--- config.mk ---
export PLATFORM = sky130hd
export DESIGN_NAME = pipe_stall_ctrl
export DESIGN_NICKNAME = d
export VERILOG_FILES = /design/src/rtl/pipe_stall_ctrl_pkg.sv /design/src/rtl/pipe_stall_ctrl_mc_seq.sv /design/src/rtl/pipe_stall_ctrl.sv
export SDC_FILE = /design/constraint.sdc
export NUM_CORES = 1
export LEC_CHECK = 0
export BUFFER_PORTS_ARGS = -buffer_cell sky130_fd_sc_hd__buf_2
export CAP_MARGIN = 20
export CORE_MARGIN = 4
export CORE_UTILIZATION = 40
export DETAILED_ROUTE_END_ITERATION = 6
export PLACE_DENSITY = 0.71
export SLEW_MARGIN = 20
export SYNTH_ARGS = -nofsm -noshare
export SYNTH_HDL_FRONTEND = slang
export SYNTH_SLANG_ARGS = --single-unit
--- constraint.sdc ---
create_clock -name clk -period 2.96 [get_ports clk]
set_clock_uncertainty 0.05 [all_clocks]
set_input_delay 0.296 -clock clk [delete_from_list [all_inputs] [get_ports clk]]
set_output_delay 0.296 -clock clk [all_outputs]
set_load 0.05 [all_outputs]
--- src/rtl/pipe_stall_ctrl_pkg.sv ---
// Shared encodings for the pipeline stall/flush controller:
// stall vectors, multi-cycle FSM states and the zero word.
package pipe_stall_ctrl_pkg;

   localparam logic [5:0] STALL_NONE = 6'b000000;
   localparam logic [5:0] STALL_IF   = 6'b000011;
   localparam logic [5:0] STALL_ID   = 6'b000111;
   localparam logic [5:0] STALL_EX   = 6'b001111;
   localparam logic [5:0] STALL_MEM  = 6'b011111;

   localparam logic [31:0] ZERO_WORD = 32'h0000_0000;

   typedef enum logic {
      S_IDLE  = 1'b0,
      S_MULTI = 1'b1
   } mc_state_e;

endpackage

--- src/rtl/pipe_stall_ctrl_mc_seq.sv ---
// Multi-cycle EX sequencer: tracks elapsed cycles of a
// madd/msub/div op, freezes on MEM hold, aborts on flush.
module pipe_stall_ctrl_mc_seq
   import pipe_stall_ctrl_pkg::*;
#(
   parameter int MC_W = 6
) (
   input  logic            clk,
   input  logic            rst,
   input  logic            mc_start,
   input  logic [MC_W-1:0] mc_len,
   input  logic            flush_req,
   input  logic            hold,
   output logic [MC_W-1:0] mc_cnt,
   output logic            mc_last,
   output logic            stallreq_ex
);

   mc_state_e       state_q, state_d;
   logic [MC_W-1:0] cnt_q, cnt_d;
   logic [MC_W-1:0] len_q, len_d;
   logic            long_op;

   // Lengths 0 and 1 both complete in the start cycle.
   assign long_op = mc_start && (mc_len > MC_W'(1));

   // State, elapsed count and latched op length.
   always_ff @(posedge clk or negedge rst) begin
      if (!rst) begin
         state_q <= S_IDLE;
         cnt_q   <= '0;
         len_q   <= '0;
      end else begin
         state_q <= state_d;
         cnt_q   <= cnt_d;
         len_q   <= len_d;
      end
   end

   // Next state, counter advance and completion flag.
   always_comb begin
      state_d     = state_q;
      cnt_d       = cnt_q;
      len_d       = len_q;
      mc_last     = 1'b0;
      stallreq_ex = 1'b0;
      unique case (state_q)
         S_IDLE: begin
            cnt_d       = '0;
            stallreq_ex = long_op;
            mc_last     = mc_start && !flush_req
                          && (mc_len <= MC_W'(1));
            if (long_op && !flush_req) begin
               state_d = S_MULTI;
               cnt_d   = MC_W'(1);
               len_d   = mc_len;
            end
         end
         S_MULTI: begin
            mc_last     = (cnt_q == len_q - MC_W'(1));
            stallreq_ex = !mc_last;
            if (flush_req) begin
               state_d = S_IDLE;
               cnt_d   = '0;
            end else if (!hold) begin
               if (mc_last) begin
                  state_d = S_IDLE;
                  cnt_d   = '0;
               end else begin
                  cnt_d = cnt_q + MC_W'(1);
               end
            end
         end
      endcase
   end

   assign mc_cnt = cnt_q;

endmodule

--- src/rtl/pipe_stall_ctrl.sv ---
// Central stall/flush controller for the 6-stage pipeline:
// stall priority merge, exception redirect, stall perf counter.
module pipe_stall_ctrl
   import pipe_stall_ctrl_pkg::*;
#(
   parameter int MC_W   = 6,
   parameter int PERF_W = 32
) (
   input  logic              clk,
   input  logic              rst,
   input  logic              stallreq_if,
   input  logic              stallreq_id,
   input  logic              stallreq_mem,
   input  logic              mc_start,
   input  logic [MC_W-1:0]   mc_len,
   input  logic              flush_req,
   input  logic [31:0]       exc_vector,
   output logic [5:0]        stall,
   output logic              flush,
   output logic [31:0]       new_pc,
   output logic [MC_W-1:0]   mc_cnt,
   output logic              mc_last,
   output logic [PERF_W-1:0] perf_stall_cyc
);

   logic              stallreq_ex;
   logic [PERF_W-1:0] perf_q, perf_d;

   pipe_stall_ctrl_mc_seq #(
      .MC_W(MC_W)
   ) u_mc_seq (
      .clk        (clk),
      .rst        (rst),
      .mc_start   (mc_start),
      .mc_len     (mc_len),
      .flush_req  (flush_req),
      .hold       (stallreq_mem),
      .mc_cnt     (mc_cnt),
      .mc_last    (mc_last),
      .stallreq_ex(stallreq_ex)
   );

   // Flush wins; otherwise the furthest-down requester.
   always_comb begin
      stall = STALL_NONE;
      if (flush_req)         stall = STALL_NONE;
      else if (stallreq_mem) stall = STALL_MEM;
      else if (stallreq_ex)  stall = STALL_EX;
      else if (stallreq_id)  stall = STALL_ID;
      else if (stallreq_if)  stall = STALL_IF;
   end

   assign flush  = flush_req;
   assign new_pc = flush_req ? exc_vector : ZERO_WORD;

   // Saturating count of stalled, non-flush cycles.
   always_comb begin
      perf_d = perf_q;
      if ((stall != STALL_NONE) && !flush_req
          && (perf_q != {PERF_W{1'b1}}))
         perf_d = perf_q + PERF_W'(1);
   end

   // Perf counter register.
   always_ff @(posedge clk or negedge rst) begin
      if (!rst) perf_q <= '0;
      else      perf_q <= perf_d;
   end

   assign perf_stall_cyc = perf_q;

endmodule

---- Word-level counts from Yosys, hierarchy flattened ----
Cells that the tools add are included.
storage, ports and cells
  memories kept ........................... 0
  register bits ........................... 45
  ROM bits ................................ 0
  latch bits .............................. 0
  output and inout bits ................... 78
  bits in writable memories ............... 0
operators by class
  bitwise gates (word level) .............. 1
  reduce and logical (&&, ||, !) cells .... 10
  muxes and demuxes ....................... 18
  add/subtract/negate cells ............... 3
  divide/modulo/power cells ............... 0
  order comparisons ....................... 2
  shifts and indexed selects .............. 0
  equality and inequality tests ........... 3
  $mul .................................... 0
operator list
  cell                     number
  $add A32 B1 Y32 const B  1
  $mux W32                 1
  $ne A32 B32 Y1 const B   1
  $mux W6                  4
  $pmux W6 S2              1
  $add A6 B1 Y6 const B    1
  $eq A6 B6 Y1             1
  $gt A6 B1 Y1 const B     1
  $le A6 B1 Y1 const B     1
  $logic_and A1 B1 Y1      6
  $pmux W1 S2              3
  $reduce_bool A6 Y1       1
  $sub A6 B1 Y6 const B    1
  $mux W1                  5
  $mux W5                  1
  $mux W4                  1
  $mux W3                  1
  $ne A3 B3 Y1 const B     1
  $logic_not A1 Y1         2
  $mux W2                  1
  $reduce_and A2 Y1        1
  $not A1 Y1               1

---- Depth between registers and ports, before layout ----
Gate-level depths: netlist of the first run.
  depth in word-level cells ............... 10
  gate-level depth with buffers ........... 9
  mapped depth without buffers ............ 8

---- Cells and area by module ----
From an unflattened synthesis of the first run, not the netlist that was laid out.
second synthesis, totals
  cells, all modules ...................... 277
  area, all modules ....................... 2666.3 um^2
by module, submodules not included
  module                  area each (um^2)  sequential area each (um^2)  cells each  instances
  pipe_stall_ctrl         1866.8            800.8                        194         1
  pipe_stall_ctrl_mc_seq  799.5             325.3                        83          1

---- Least setup slack after synthesis of the first run ----
OpenSTA, ideal clock, no wires.
  path type ............................... reg-to-output
  start point ............................. reg u_mc_seq.cnt_q[2] (netlist: u_mc_seq.mc_cnt[2])
  end point ............................... out stall[1]
  path buffers ............................ 1
  setup slack ............................. 0.252 ns
  arrival ................................. 2.362 ns
  cell stages (with the launch flop) ...... 7
  cell sequence ........................... dfrtp_1 > nand2b_1 > o211a_1 > o31a_1 > nor4_4 > nor2_1 > buf_4
on the way
  cells in the longest elaborated chain, start to end .. 6
RTL lines
  item                    RTL line                      RTL
  from (decl)             pipe_stall_ctrl_mc_seq.sv:20  logic [MC_W-1:0] cnt_q, cnt_d;
  from (signal assigned)  pipe_stall_ctrl_mc_seq.sv:35  cnt_q <= cnt_d;
  $eq A6 B6 Y1            pipe_stall_ctrl_mc_seq.sv:60  mc_last = (cnt_q == len_q - MC_W'(1));
  $logic_not A1 Y1        pipe_stall_ctrl_mc_seq.sv:61  stallreq_ex = !mc_last;
  $pmux W1 S2             pipe_stall_ctrl_mc_seq.sv:47  unique case (state_q)
  $mux W4                 pipe_stall_ctrl.sv:48         else if (stallreq_ex) stall = STALL_EX;
  $mux W5                 pipe_stall_ctrl.sv:47         else if (stallreq_mem) stall = STALL_MEM;
  $mux W6                 pipe_stall_ctrl.sv:46         if (flush_req) stall = STALL_NONE;
  to (decl)               pipe_stall_ctrl.sv:18         output logic [5:0] stall,
No other way between the ends.

---- Worst setup path in the final report of the first run ----
  start point ............................. reg u_mc_seq.len_q[0]
  end point ............................... out stall[2]
on the way
  cells in the longest elaborated chain, start to end .. 7
RTL lines
  item                    RTL line                      RTL
  from (decl)             pipe_stall_ctrl_mc_seq.sv:21  logic [MC_W-1:0] len_q, len_d;
  from (signal assigned)  pipe_stall_ctrl_mc_seq.sv:36  len_q <= len_d;
  $sub A6 B1 Y6           pipe_stall_ctrl_mc_seq.sv:60
  $eq A6 B6 Y1            pipe_stall_ctrl_mc_seq.sv:60
  $logic_not A1 Y1        pipe_stall_ctrl_mc_seq.sv:61
  $pmux W1 S2             pipe_stall_ctrl_mc_seq.sv:47
  $mux W4                 pipe_stall_ctrl.sv:48
  $mux W5                 pipe_stall_ctrl.sv:47
  $mux W6                 pipe_stall_ctrl.sv:46
No other way between the ends.

==> impl_metrics.prom, run 1 <==
# TYPE chip_impl_metric gauge
chip_impl_metric{name="max-clock-path-buffers",unit=""} 2
chip_impl_metric{name="port-buffer-count",unit=""} 121
chip_impl_metric{name="vias_in_the_first_global_route",unit=""} 2186
chip_impl_info{name="timing.critical_path.from",value="u_mc_seq.len_q[0]"} 1
chip_impl_metric{name="cts.reportedPaths.clkPinSlew",unit="ns"} 0.08
chip_impl_metric{name="power.switching",unit="uW"} 839
chip_impl_metric{name="vdd_ir_drop_max",unit="mV"} 0.670
chip_impl_metric{name="final_period_minus_worst_setup_slack",unit="ns"} 2.69
chip_impl_metric{name="track_usage",unit="%"} 16.1
chip_impl_info{name="grt_setup_unrepaired",value="false"} 1
chip_impl_metric{name="detail-route-antenna-nets",unit=""} 0
chip_impl_metric{name="synth_area_per_cell",unit="um^2"} 9.69
chip_impl_metric{name="postSynthNetCount",unit=""} 314
chip_impl_metric{name="dp.final_hpwl",unit="um"} 5030
chip_impl_metric{name="totalWireLength",unit="um"} 6490
chip_impl_metric{name="number_of_placement_rows",unit=""} 28
chip_impl_metric{name="route.met3.wl",unit="um"} 548
chip_impl_metric{name="wl_met1",unit="um"} 2560
chip_impl_metric{name="wire_length_per_cell",unit="um"} 14.0
chip_impl_metric{name="cp_max_fo",unit=""} 6
chip_impl_metric{name="synth.yosys.warnings",unit=""} 0
chip_impl_metric{name="synthDistinctLibCells",unit=""} 38
chip_impl_info{name="end_kind",value="output pin"} 1
chip_impl_metric{name="place_congestion",unit=""} 0.839
chip_impl_metric{name="power_report.internal_total",unit="mW"} 1.19
chip_impl_metric{name="share_comb_of_total_power",unit="%"} 37.2
chip_impl_info{name="worst_hold_startpoint",value="mc_len[3]"} 1
chip_impl_metric{name="drt-pass1-iter-count",unit=""} 4
chip_impl_metric{name="crit_share_post_route",unit="%"} 90.9
chip_impl_metric{name="fmax",unit="MHz"} 372
chip_impl_metric{name="area.growth.synth_to_final",unit="%"} 30.0
chip_impl_metric{name="dr_total_vias",unit=""} 2323
chip_impl_metric{name="fin_ws",unit="ns"} 0.270
chip_impl_metric{name="cts_buffers",unit=""} 5
chip_impl_metric{name="cell_area_after_technology_mapping",unit="um^2"} 2580
chip_impl_metric{name="power-per-cell-area",unit="nW/um^2"} 605
chip_impl_metric{name="clock_tree.htree_level_count",unit=""} 2
chip_impl_info{name="top_post_synthesis_cells_by_count",value="dfrtp_1, and2_1, xnor2_1"} 1
chip_impl_metric{name="power_switching_share",unit="%"} 41.4
chip_impl_metric{name="grt_start_max_net_pins",unit=""} 46
chip_impl_metric{name="post_synth_inst_count",unit=""} 266
chip_impl_info{name="timing_worst_setup_path_type",value="flop to output pin"} 1
chip_impl_metric{name="setup_tns",unit="ns"} 0
chip_impl_metric{name="final-hold-violation-count",unit=""} 0
chip_impl_metric{name="max_slew_margin",unit="%"} 55.8
chip_impl_metric{name="synth_seq_cells",unit=""} 45
chip_impl_info{name="synth.area.top_cells",value="dfrtp_1, xnor2_1, and2_1"} 1
chip_impl_metric{name="die_height",unit="um"} 88.3
chip_impl_metric{name="placed_cell_areas",unit="um^2"} 3210
chip_impl_metric{name="grt_pass1_wl",unit="um"} 10000
chip_impl_metric{name="tritoncts_num_sinks",unit=""} 45
chip_impl_metric{name="report.final.setup_viol",unit=""} 0
chip_impl_info{name="yosysMostFrequentCell",value="dfrtp_1"} 1
chip_impl_metric{name="power.leakage",unit="nW"} 1.74
chip_impl_metric{name="seqPwrFrac",unit="%"} 39.8
chip_impl_metric{name="num_io_pins",unit=""} 123
chip_impl_info{name="route.top_layer_used",value="met4"} 1
chip_impl_info{name="clk_root_buffer_cell",value="clkbuf_8"} 1
chip_impl_metric{name="fin_nets",unit=""} 434
chip_impl_metric{name="grt_overflow",unit=""} 0
chip_impl_metric{name="detailedPlace.worstSlack",unit="ns"} 0.242
chip_impl_info{name="tritoncts_clock_tree",value="yes"} 1
chip_impl_metric{name="finalHoldWorstSlack",unit="ns"} 0.169
chip_impl_info{name="worstReg2RegStart",value="u_mc_seq.len_q[0]"} 1
chip_impl_metric{name="worstPathRequired",unit="ns"} 2.61
chip_impl_info{name="synth.largest_area_cell",value="dfrtp_1"} 1
chip_impl_metric{name="dieArea",unit="um^2"} 7800
chip_impl_metric{name="arrival_worst_endpoint",unit="ns"} 2.34
chip_impl_info{name="ys.flop_type",value="dfrtp_1"} 1
chip_impl_metric{name="cts_setup_buffers",unit=""} 0
chip_impl_metric{name="stdcell_area",unit="um^2"} 3350
chip_impl_metric{name="transition_time_of_the_tightest_slew_check_pin",unit="ns"} 0.662
chip_impl_metric{name="final_max_slew_viol_count",unit=""} 0
chip_impl_info{name="status",value="complete, no violations"} 1
chip_impl_metric{name="floorplan.die.width",unit="um"} 88.3
chip_impl_metric{name="drc",unit=""} 0
chip_impl_metric{name="insertedDiodeCount",unit=""} 0
chip_impl_metric{name="initial_utilization",unit="%"} 42.3
chip_impl_metric{name="post-synth-top-area-fraction",unit="%"} 43.7
chip_impl_metric{name="coreArea",unit="um^2"} 6100
chip_impl_metric{name="number_of_antenna_violations_at_the_first_check_in_global_routing",unit=""} 0
chip_impl_metric{name="vias_per_cell",unit=""} 5.03
chip_impl_metric{name="clk_latency",unit="ns"} 0.30
chip_impl_metric{name="max_cap_viol_count",unit=""} 0
chip_impl_metric{name="fraction_of_the_yosys_area_taken_by_sequential_cells",unit="%"} 43.7
chip_impl_metric{name="power.clock.fraction",unit="%"} 22.9
chip_impl_metric{name="drive_above_1_share",unit="%"} 35.4
chip_impl_metric{name="number_of_drc_violations_after_detailed_routing_iteration_0",unit=""} 64
chip_impl_metric{name="met2_wl",unit="um"} 3330
chip_impl_metric{name="synth-async-reset-ratio",unit="%"} 100
chip_impl_info{name="critical_path.startpoint_type",value="flop"} 1
chip_impl_metric{name="synth_enable_flop_cells",unit=""} 0
chip_impl_info{name="hold_crit_class",value="primary input to flop"} 1
[cell families after synthesis]
family | share of synthesized area (%)
buffers and inverters | 3.78
adder cells (fa/ha/maj) | 1.46
XOR/XNOR | 13.6
other | 0.145
AND/OR/NAND/NOR | 31.4
flip-flops | 43.7
AO/OA/AOI/OAI | 4.66
multiplexers | 1.26
[routing by layer]
layer  vias up  track usage [%]
met5         -                0
met1      1086             18.5
met4         0             3.85
met3         5             2.42
met2        88             30.9
li1       1144                -
[state kept, by name, indices dropped and copies added (netlist names)]
| register | count |
|---|---|
| u_mc_seq.mc_cnt | 6 |
| u_mc_seq.len_q | 6 |
| u_mc_seq.state_q | 1 |
| perf_stall_cyc | 32 |
[layout make-up]
cell class                 count  area [um^2]
tap                           75         93.8
multi-input combinational    204         1360
inverter                       5         18.8
timing repair buffer         125          648
fill                         555         2740
clock buffer                   6         72.6
clock inverter                 2         38.8
sequential                    45         1130
[final timing paths]
path                            slack, ns  cells past startpoint                  to
worst max-delay path                 0.27                      9            stall[2]
worst min-delay path                 0.17                      3   u_mc_seq.len_q[3]
worst max register to register       0.68                      8   perf_stall_cyc[1]
worst min register to register       0.44                      1  perf_stall_cyc[13]
max in group asynchronous            1.98                      2   perf_stall_cyc[0]
min in group asynchronous            0.49                      2  u_mc_seq.mc_cnt[5]
[layout by cell type, fill, tap and decap left out, drive strengths merged, types with 9 or more instances in the layout]
cell type	count
and3	11
buf	124
nor3	9
nand4	16
nand3	17
nand2	26
nor2	10
xnor2	34
and2	38
dfrtp	45
[critical path: stages, from the launching register on]
cell and delay [ns]:
dfrtp_1 0.43, inv_1 0.07, ha_1 0.30, xor2_1 0.20
nand3_1 0.12, nor3_2 0.37, mux2i_1 0.16, nor3_1 0.16
nor2_1 0.05, buf_2 0.21
[repair_timing]
action | in CTS | in global routing
setup endpoints to repair | 0 | 0
hold buffers | 0 | 1
hold endpoints to repair | 0 | 31
resized for setup | 0 | 0
[stage by stage]
stage               cells  utilization, %  power, mW
floorplan             266               -       1.39
global placement      452            52.7       1.56
CTS                   460            54.6       2.04
global route          462            55.0       2.14
detailed placement    452            52.7       1.57
finish                462            55.0       2.03
[power by group through the flow]
stage | Clock (mW) | Combinational, mW | Sequential (mW)
global placement | 0 | 0.743 | 0.814
CTS | 0.476 | 0.759 | 0.806
floorplan | 0 | 0.417 | 0.970
detailed placement | 0 | 0.759 | 0.814
global route | 0.502 | 0.814 | 0.823
finish | 0.465 | 0.755 | 0.807
(Power assumes the default switching activity.)
==> run 2: changes to the inputs <==
- PLACE_DENSITY: 0.71 -> 0.68
==> run 2 against run 1 <==
Against the previous run:
- die area stayed put
- fmax grew 1.1%
- global-route usage increased by 0.13 points
- critical path depth unchanged
- first-iteration DRC count increased by 61%
- setup slack improved by 0.029 ns
- largest cell class unchanged
- largest power group unchanged
==> impl_metrics.prom, run 2 (synthesized netlist as in run 1, its figures left out) <==
# TYPE chip_impl_metric gauge
chip_impl_info{name="worstReg2RegStart",value="u_mc_seq.len_q[0]"} 1
chip_impl_metric{name="insertedDiodeCount",unit=""} 0
chip_impl_metric{name="grt_start_max_net_pins",unit=""} 46
chip_impl_metric{name="track_usage",unit="%"} 16.2
chip_impl_metric{name="cts_setup_buffers",unit=""} 0
chip_impl_metric{name="dp.final_hpwl",unit="um"} 5080
chip_impl_metric{name="path_buf_inv",unit=""} 2
chip_impl_metric{name="r2r_slack",unit="ns"} 0.55
chip_impl_metric{name="fin_nets",unit=""} 433
chip_impl_metric{name="fmax",unit="MHz"} 376
chip_impl_info{name="clk_root_buffer_cell",value="clkbuf_8"} 1
chip_impl_info{name="route.top_layer_used",value="met4"} 1
chip_impl_metric{name="crit_share_post_route",unit="%"} 89.9
chip_impl_info{name="grt_setup_unrepaired",value="false"} 1
chip_impl_metric{name="stdcell_area",unit="um^2"} 3320
chip_impl_metric{name="grt_pass1_wl",unit="um"} 9890
chip_impl_metric{name="number_of_antenna_violations_at_the_first_check_in_global_routing",unit=""} 0
chip_impl_metric{name="place_congestion",unit=""} 0.833
chip_impl_metric{name="final_period_minus_worst_setup_slack",unit="ns"} 2.66
chip_impl_metric{name="grt_overflow",unit=""} 0
chip_impl_metric{name="wl_met1",unit="um"} 2520
chip_impl_metric{name="rr_worst_depth",unit=""} 9
chip_impl_metric{name="power_switching_share",unit="%"} 43.5
chip_impl_metric{name="cpPeakStageDelay",unit="ns"} 0.43
chip_impl_info{name="crit_path_end",value="stall[2]"} 1
chip_impl_metric{name="power_report.internal_total",unit="mW"} 1.10
chip_impl_metric{name="max-clock-path-buffers",unit=""} 2
chip_impl_metric{name="final_max_slew_viol_count",unit=""} 0
chip_impl_metric{name="report.final.setup_viol",unit=""} 0
chip_impl_metric{name="cp_max_fo",unit=""} 6
chip_impl_metric{name="total_power",unit="mW"} 1.96
chip_impl_metric{name="wire_length_per_cell",unit="um"} 13.9
chip_impl_metric{name="number_of_drc_violations_after_detailed_routing_iteration_0",unit=""} 103
chip_impl_metric{name="tritoncts_num_sinks",unit=""} 45
chip_impl_metric{name="num_io_pins",unit=""} 123
chip_impl_metric{name="port-buffer-count",unit=""} 121
chip_impl_metric{name="area.growth.synth_to_final",unit="%"} 28.9
chip_impl_metric{name="arrival_worst_endpoint",unit="ns"} 2.31
chip_impl_metric{name="route.met3.wl",unit="um"} 678
chip_impl_metric{name="power.leakage",unit="nW"} 1.73
chip_impl_info{name="worst_r2r_endpoint",value="perf_stall_cyc[22]"} 1
chip_impl_info{name="critical_path_cell_by_cell",value="inv_1 > ha_1 > xor2_1 > nand3_1 > nor3_4 > mux2i_1 > nor3_1 > nor2_1 > buf_2"} 1
chip_impl_metric{name="worstPathRequired",unit="ns"} 2.61
chip_impl_info{name="hold_crit_class",value="primary input to flop"} 1
chip_impl_metric{name="drive_above_1_share",unit="%"} 35.5
chip_impl_metric{name="placed_cell_areas",unit="um^2"} 3210
chip_impl_metric{name="dieArea",unit="um^2"} 7800
chip_impl_metric{name="clk_latency",unit="ns"} 0.30
chip_impl_metric{name="worst-path-stages",unit=""} 9
chip_impl_metric{name="initial_utilization",unit="%"} 42.3
chip_impl_info{name="timing_worst_setup_path_type",value="flop to output pin"} 1
chip_impl_metric{name="fin_util",unit="%"} 54.5
chip_impl_metric{name="floorplan.die.width",unit="um"} 88.3
chip_impl_metric{name="power-per-cell-area",unit="nW/um^2"} 588
chip_impl_metric{name="transition_time_of_the_tightest_slew_check_pin",unit="ns"} 0.692
chip_impl_metric{name="vias_in_the_first_global_route",unit=""} 2146
chip_impl_info{name="timing.critical_path.from",value="u_mc_seq.len_q[0]"} 1
chip_impl_metric{name="drc",unit=""} 0
chip_impl_metric{name="vdd_ir_drop_max",unit="mV"} 0.663
chip_impl_metric{name="coreArea",unit="um^2"} 6100
chip_impl_metric{name="vias_per_cell",unit=""} 4.94
chip_impl_info{name="tritoncts_clock_tree",value="yes"} 1
chip_impl_info{name="crit_slowest_cell",value="dfrtp_1"} 1
chip_impl_metric{name="cts.reportedPaths.clkPinSlew",unit="ns"} 0.08
chip_impl_metric{name="final-hold-violation-count",unit=""} 0
chip_impl_metric{name="share_comb_of_total_power",unit="%"} 39.4
chip_impl_metric{name="power.clock.fraction",unit="%"} 19.6
chip_impl_info{name="status",value="complete, no violations"} 1
chip_impl_metric{name="cts_buffers",unit=""} 5
chip_impl_metric{name="max_slew_margin",unit="%"} 53.7
chip_impl_info{name="final_cell_mix",value="buf_2, dfrtp_1, and2_1, xnor2_1, nand2_1"} 1
chip_impl_metric{name="totalWireLength",unit="um"} 6410
chip_impl_metric{name="largest_register_ff_count",unit=""} 32
chip_impl_info{name="critical_path.startpoint_type",value="flop"} 1
chip_impl_info{name="critPathTopFamily",value="simple AND/OR/NAND/NOR gates"} 1
chip_impl_metric{name="clock_tree.htree_level_count",unit=""} 2
chip_impl_metric{name="number_of_placement_rows",unit=""} 28
chip_impl_info{name="end_kind",value="output pin"} 1
chip_impl_metric{name="drt-pass1-iter-count",unit=""} 6
chip_impl_metric{name="dr_total_vias",unit=""} 2276
chip_impl_metric{name="power.switching",unit="uW"} 851
chip_impl_info{name="layout.cells.most_common",value="buf_2"} 1
chip_impl_metric{name="die_height",unit="um"} 88.3
chip_impl_metric{name="max_cap_viol_count",unit=""} 0
chip_impl_metric{name="setup_tns",unit="ns"} 0
chip_impl_metric{name="detail-route-antenna-nets",unit=""} 0
chip_impl_metric{name="met2_wl",unit="um"} 3130
chip_impl_metric{name="seqPwrFrac",unit="%"} 41.0
run 2: area by class of cell:
cell class	instances	area (um^2)
clock buffers	5	68.8
clock inverters	3	21.3
fillers	572	2770
inverters	5	18.8
multi-input cells	204	1360
flip-flops and latches	45	1130
well taps	75	93.8
repair buffers	124	633
run 2: timing repair:
action                                  4_1_cts  5_1_grt
hold endpoints to repair                      0       45
endpoints found under the setup margin        0        1
hold buffers                                  0        1
gates resized for setup                       0        1
run 2: power groups by stage:
stage	Combinational, mW	Sequential, mW	Clock (mW)
2_1_floorplan	0.417	0.970	0
3_3_place_gp	0.749	0.812	0
3_5_place_dp	0.764	0.812	0
4_1_cts	0.767	0.802	0.400
5_1_grt	0.832	0.820	0.437
6_report	0.771	0.802	0.383
run 2: through the flow:
stage / worst slack, ns / instances / hold WS (ns)
after floorplan: 0.252 / 266 / -0.0496
after global placement: 0.612 / 452 / 0.421
after detailed placement: 0.541 / 452 / 0.426
after CTS: 0.221 / 460 / 0.155
after global routing: 0.0606 / 461 / 0.163
final: 0.300 / 461 / 0.173
run 2: how the worst min path moves through the flow:
stage	startpoint	end	slack, ns	cells past startpoint
finish	mc_len[3]	u_mc_seq.len_q[3]	0.17	3
global route	mc_len[1]	u_mc_seq.len_q[1]	0.16	3
CTS	rst	perf_stall_cyc[18]	0.15	1
floorplan	rst	perf_stall_cyc[0]	-0.05	0
detailed placement	perf_stall_cyc[21]	perf_stall_cyc[21]	0.43	1
global placement	perf_stall_cyc[21]	perf_stall_cyc[21]	0.42	1
run 2: layer usage:
| metal | global-route usage, % | up-vias |
|---|---|---|
| met1 | 18.9 | 1020 |
| met4 | 4.26 | 0 |
| met3 | 3.91 | 7 |
| met2 | 29.6 | 102 |
| li1 | - | 1147 |
| met5 | 0 | - |
run 2: worst reg2reg max path: stages, from the launching register on:
cell	delay (ns)
dfrtp_1	0.43
inv_1	0.06
ha_1	0.23
a21oi_1	0.14
o31a_1	0.27
nor4_4	0.09
nor3_4	0.41
buf_4	0.33
nand4_1	0.16
xnor2_1	0.14
==> run 3: changes to the inputs <==
- REMOVE_ABC_BUFFERS: unset -> 1
==> run 3 against run 2 <==
Against the previous run:
- setup slack worse by 0.028 ns
- cell count rose by 0.22%
- via count up 2.4%
- register-to-register slack improved by 0.05 ns
- count of clock-buffer cells in the layout increased by 1
- non-clock buffer count rose by 1
- core utilization down 0.10 points
- worst hold slack got worse by 0.016 ns
- sequential share of layout area rose by 0.064 points
- flip-flop and latch count unchanged
- cell area down 0.19%
==> impl_metrics.prom, run 3 (synthesized netlist as in run 1, its figures left out) <==
# TYPE chip_impl_metric gauge
chip_impl_metric{name="dp.final_hpwl",unit="um"} 5140
chip_impl_metric{name="fmax",unit="MHz"} 372
chip_impl_metric{name="stdcell_area",unit="um^2"} 3320
chip_impl_metric{name="clock_tree.htree_level_count",unit=""} 2
chip_impl_metric{name="final-hold-violation-count",unit=""} 0
chip_impl_metric{name="place_congestion",unit=""} 0.910
chip_impl_metric{name="clk_latency",unit="ns"} 0.29
chip_impl_metric{name="power-per-cell-area",unit="nW/um^2"} 580
chip_impl_metric{name="cts.reportedPaths.clkPinSlew",unit="ns"} 0.08
chip_impl_metric{name="initial_utilization",unit="%"} 42.3
chip_impl_metric{name="max_slew_margin",unit="%"} 46.4
chip_impl_info{name="globalRoute.busiestLayer",value="met2"} 1
chip_impl_metric{name="arrival_worst_endpoint",unit="ns"} 2.34
chip_impl_metric{name="drc",unit=""} 0
chip_impl_info{name="status",value="complete, no violations"} 1
chip_impl_metric{name="postCtsResizedCells",unit=""} 0
chip_impl_metric{name="vdd_ir_drop_max",unit="mV"} 0.563
chip_impl_metric{name="port-buffer-count",unit=""} 121
chip_impl_metric{name="grt_overflow",unit=""} 0
chip_impl_metric{name="coreArea",unit="um^2"} 6100
chip_impl_metric{name="setup_tns",unit="ns"} 0
chip_impl_metric{name="worstPathRequired",unit="ns"} 2.61
chip_impl_metric{name="floorplan.die.width",unit="um"} 88.3
chip_impl_metric{name="total_power",unit="mW"} 1.93
chip_impl_metric{name="insertedDiodeCount",unit=""} 0
chip_impl_metric{name="drt-pass1-iter-count",unit=""} 4
chip_impl_metric{name="fin_nets",unit=""} 434
chip_impl_metric{name="vias_in_the_first_global_route",unit=""} 2166
chip_impl_metric{name="dieArea",unit="um^2"} 7800
chip_impl_metric{name="grt_start_max_net_pins",unit=""} 46
chip_impl_metric{name="final_period_minus_worst_setup_slack",unit="ns"} 2.69
chip_impl_info{name="clk_root_buffer_cell",value="clkbuf_8"} 1
chip_impl_metric{name="tritoncts_num_sinks",unit=""} 45
chip_impl_info{name="critical_path.startpoint_type",value="flop"} 1
chip_impl_metric{name="cp_max_fo",unit=""} 6
chip_impl_metric{name="globalRouteMet2Util",unit="%"} 30.7
chip_impl_metric{name="max-clock-path-buffers",unit=""} 2
chip_impl_metric{name="number_of_placement_rows",unit=""} 28
chip_impl_metric{name="area.growth.synth_to_final",unit="%"} 28.6
chip_impl_metric{name="final_max_slew_viol_count",unit=""} 0
chip_impl_info{name="final_cell_mix",value="buf_2, dfrtp_1, and2_1, xnor2_1, nand2_1"} 1
chip_impl_metric{name="placed_cell_areas",unit="um^2"} 3220
chip_impl_metric{name="max_cap_viol_count",unit=""} 0
chip_impl_metric{name="cts_buffers",unit=""} 5
chip_impl_info{name="timing_worst_setup_path_type",value="flop to output pin"} 1
chip_impl_metric{name="num_io_pins",unit=""} 123
chip_impl_metric{name="transition_time_of_the_tightest_slew_check_pin",unit="ns"} 0.803
chip_impl_info{name="layout.cells.most_common",value="buf_2"} 1
chip_impl_metric{name="grt_pass1_wl",unit="um"} 10200
chip_impl_metric{name="power.leakage",unit="nW"} 1.73
chip_impl_metric{name="totalWireLength",unit="um"} 6490
chip_impl_info{name="tritoncts_clock_tree",value="yes"} 1
chip_impl_metric{name="grt_use_met1",unit="%"} 19.4
chip_impl_metric{name="crit_share_post_route",unit="%"} 90.8
chip_impl_metric{name="report.final.setup_viol",unit=""} 0
chip_impl_metric{name="wire_length_per_cell",unit="um"} 14.0
chip_impl_info{name="hold_crit_class",value="primary input to flop"} 1
chip_impl_metric{name="number_of_drc_violations_after_detailed_routing_iteration_0",unit=""} 58
chip_impl_metric{name="number_of_antenna_violations_at_the_first_check_in_global_routing",unit=""} 0
chip_impl_metric{name="track_usage",unit="%"} 16.6
chip_impl_metric{name="grt_util_met3",unit="%"} 4.56
chip_impl_metric{name="largest_register_ff_count",unit=""} 32
chip_impl_metric{name="drive_above_1_share",unit="%"} 35.4
chip_impl_metric{name="die_height",unit="um"} 88.3
chip_impl_info{name="grt_setup_unrepaired",value="false"} 1
chip_impl_metric{name="dr_total_vias",unit=""} 2330
chip_impl_metric{name="detail-route-antenna-nets",unit=""} 0
chip_impl_info{name="end_kind",value="output pin"} 1
chip_impl_metric{name="vias_per_cell",unit=""} 5.04
## run 3: cell count changes in the layout (fill, tap and decap cells not counted), sizes merged
| cell | previous run | this run |
|---|---|---|
| buf | 123 | 124 |
| clkbuf | 5 | 6 |
| clkinv | 1 | 2 |
| clkinvlp | 1 | 0 |
| inv | 6 | 5 |
## run 3: worst paths after layout
check / startpoint / endpoint / slack, ns / depth (start not counted)
setup / recovery: u_mc_seq.len_q[0] / stall[2] / 0.27 / 9
hold / removal: mc_len[2] / u_mc_seq.len_q[2] / 0.16 / 3
setup reg to reg: u_mc_seq.len_q[0] / perf_stall_cyc[1] / 0.60 / 8
hold reg to reg: perf_stall_cyc[23] / perf_stall_cyc[23] / 0.44 / 1
max in group asynchronous: rst / perf_stall_cyc[3] / 2.00 / 2
min in group asynchronous: rst / perf_stall_cyc[19] / 0.46 / 2
## run 3: area by class of cell
type,count,area (um^2)
clock buffer,6,72.6
clock inverter,2,10.0
fill,598,2780
inverter,5,18.8
multi-input combinational,204,1360
sequential,45,1130
tap,75,93.8
timing repair buffer,125,641
## run 3: per-layer routing
metal  wire, um  vias to the layer above
met5          0                        -
met1       2550                     1084
met2       3240                       98
met3        687                        2
li1           -                     1146
met4         13                        0
## run 3: stage by stage
stage,worst slack [ns],util [%],std cells,hold WS [ns]
2_1_floorplan,-0.270,-,254,-0.0496
3_3_place_gp,0.690,52.9,453,0.424
3_5_place_dp,0.600,52.9,453,0.425
4_1_cts,0.271,54.2,461,0.145
5_1_grt,0.103,54.4,462,0.163
6_report,0.271,54.4,462,0.156
## run 3: where the power goes
group          internal [mW]  total, mW  switching, mW  leakage (nW)
registers              0.697      0.804          0.107         0.604
logic                  0.238      0.755          0.518          1.08
clock network          0.164      0.366          0.202        0.0450
total                   1.10       1.93          0.827          1.73
## run 3: what timing repair did
item                      CTS  global route
buffers inserted            0             0
hold endpoints to repair    0            45
hold buffers                0             1
## run 3: critical path: stages, from the launching register on
cell,delay (ns)
dfrtp_1,0.45
inv_1,0.07
ha_1,0.30
xor2_1,0.22
nand3_1,0.12
nor3_2,0.33
mux2i_1,0.15
nor3_1,0.15
nor2_1,0.05
buf_2,0.21
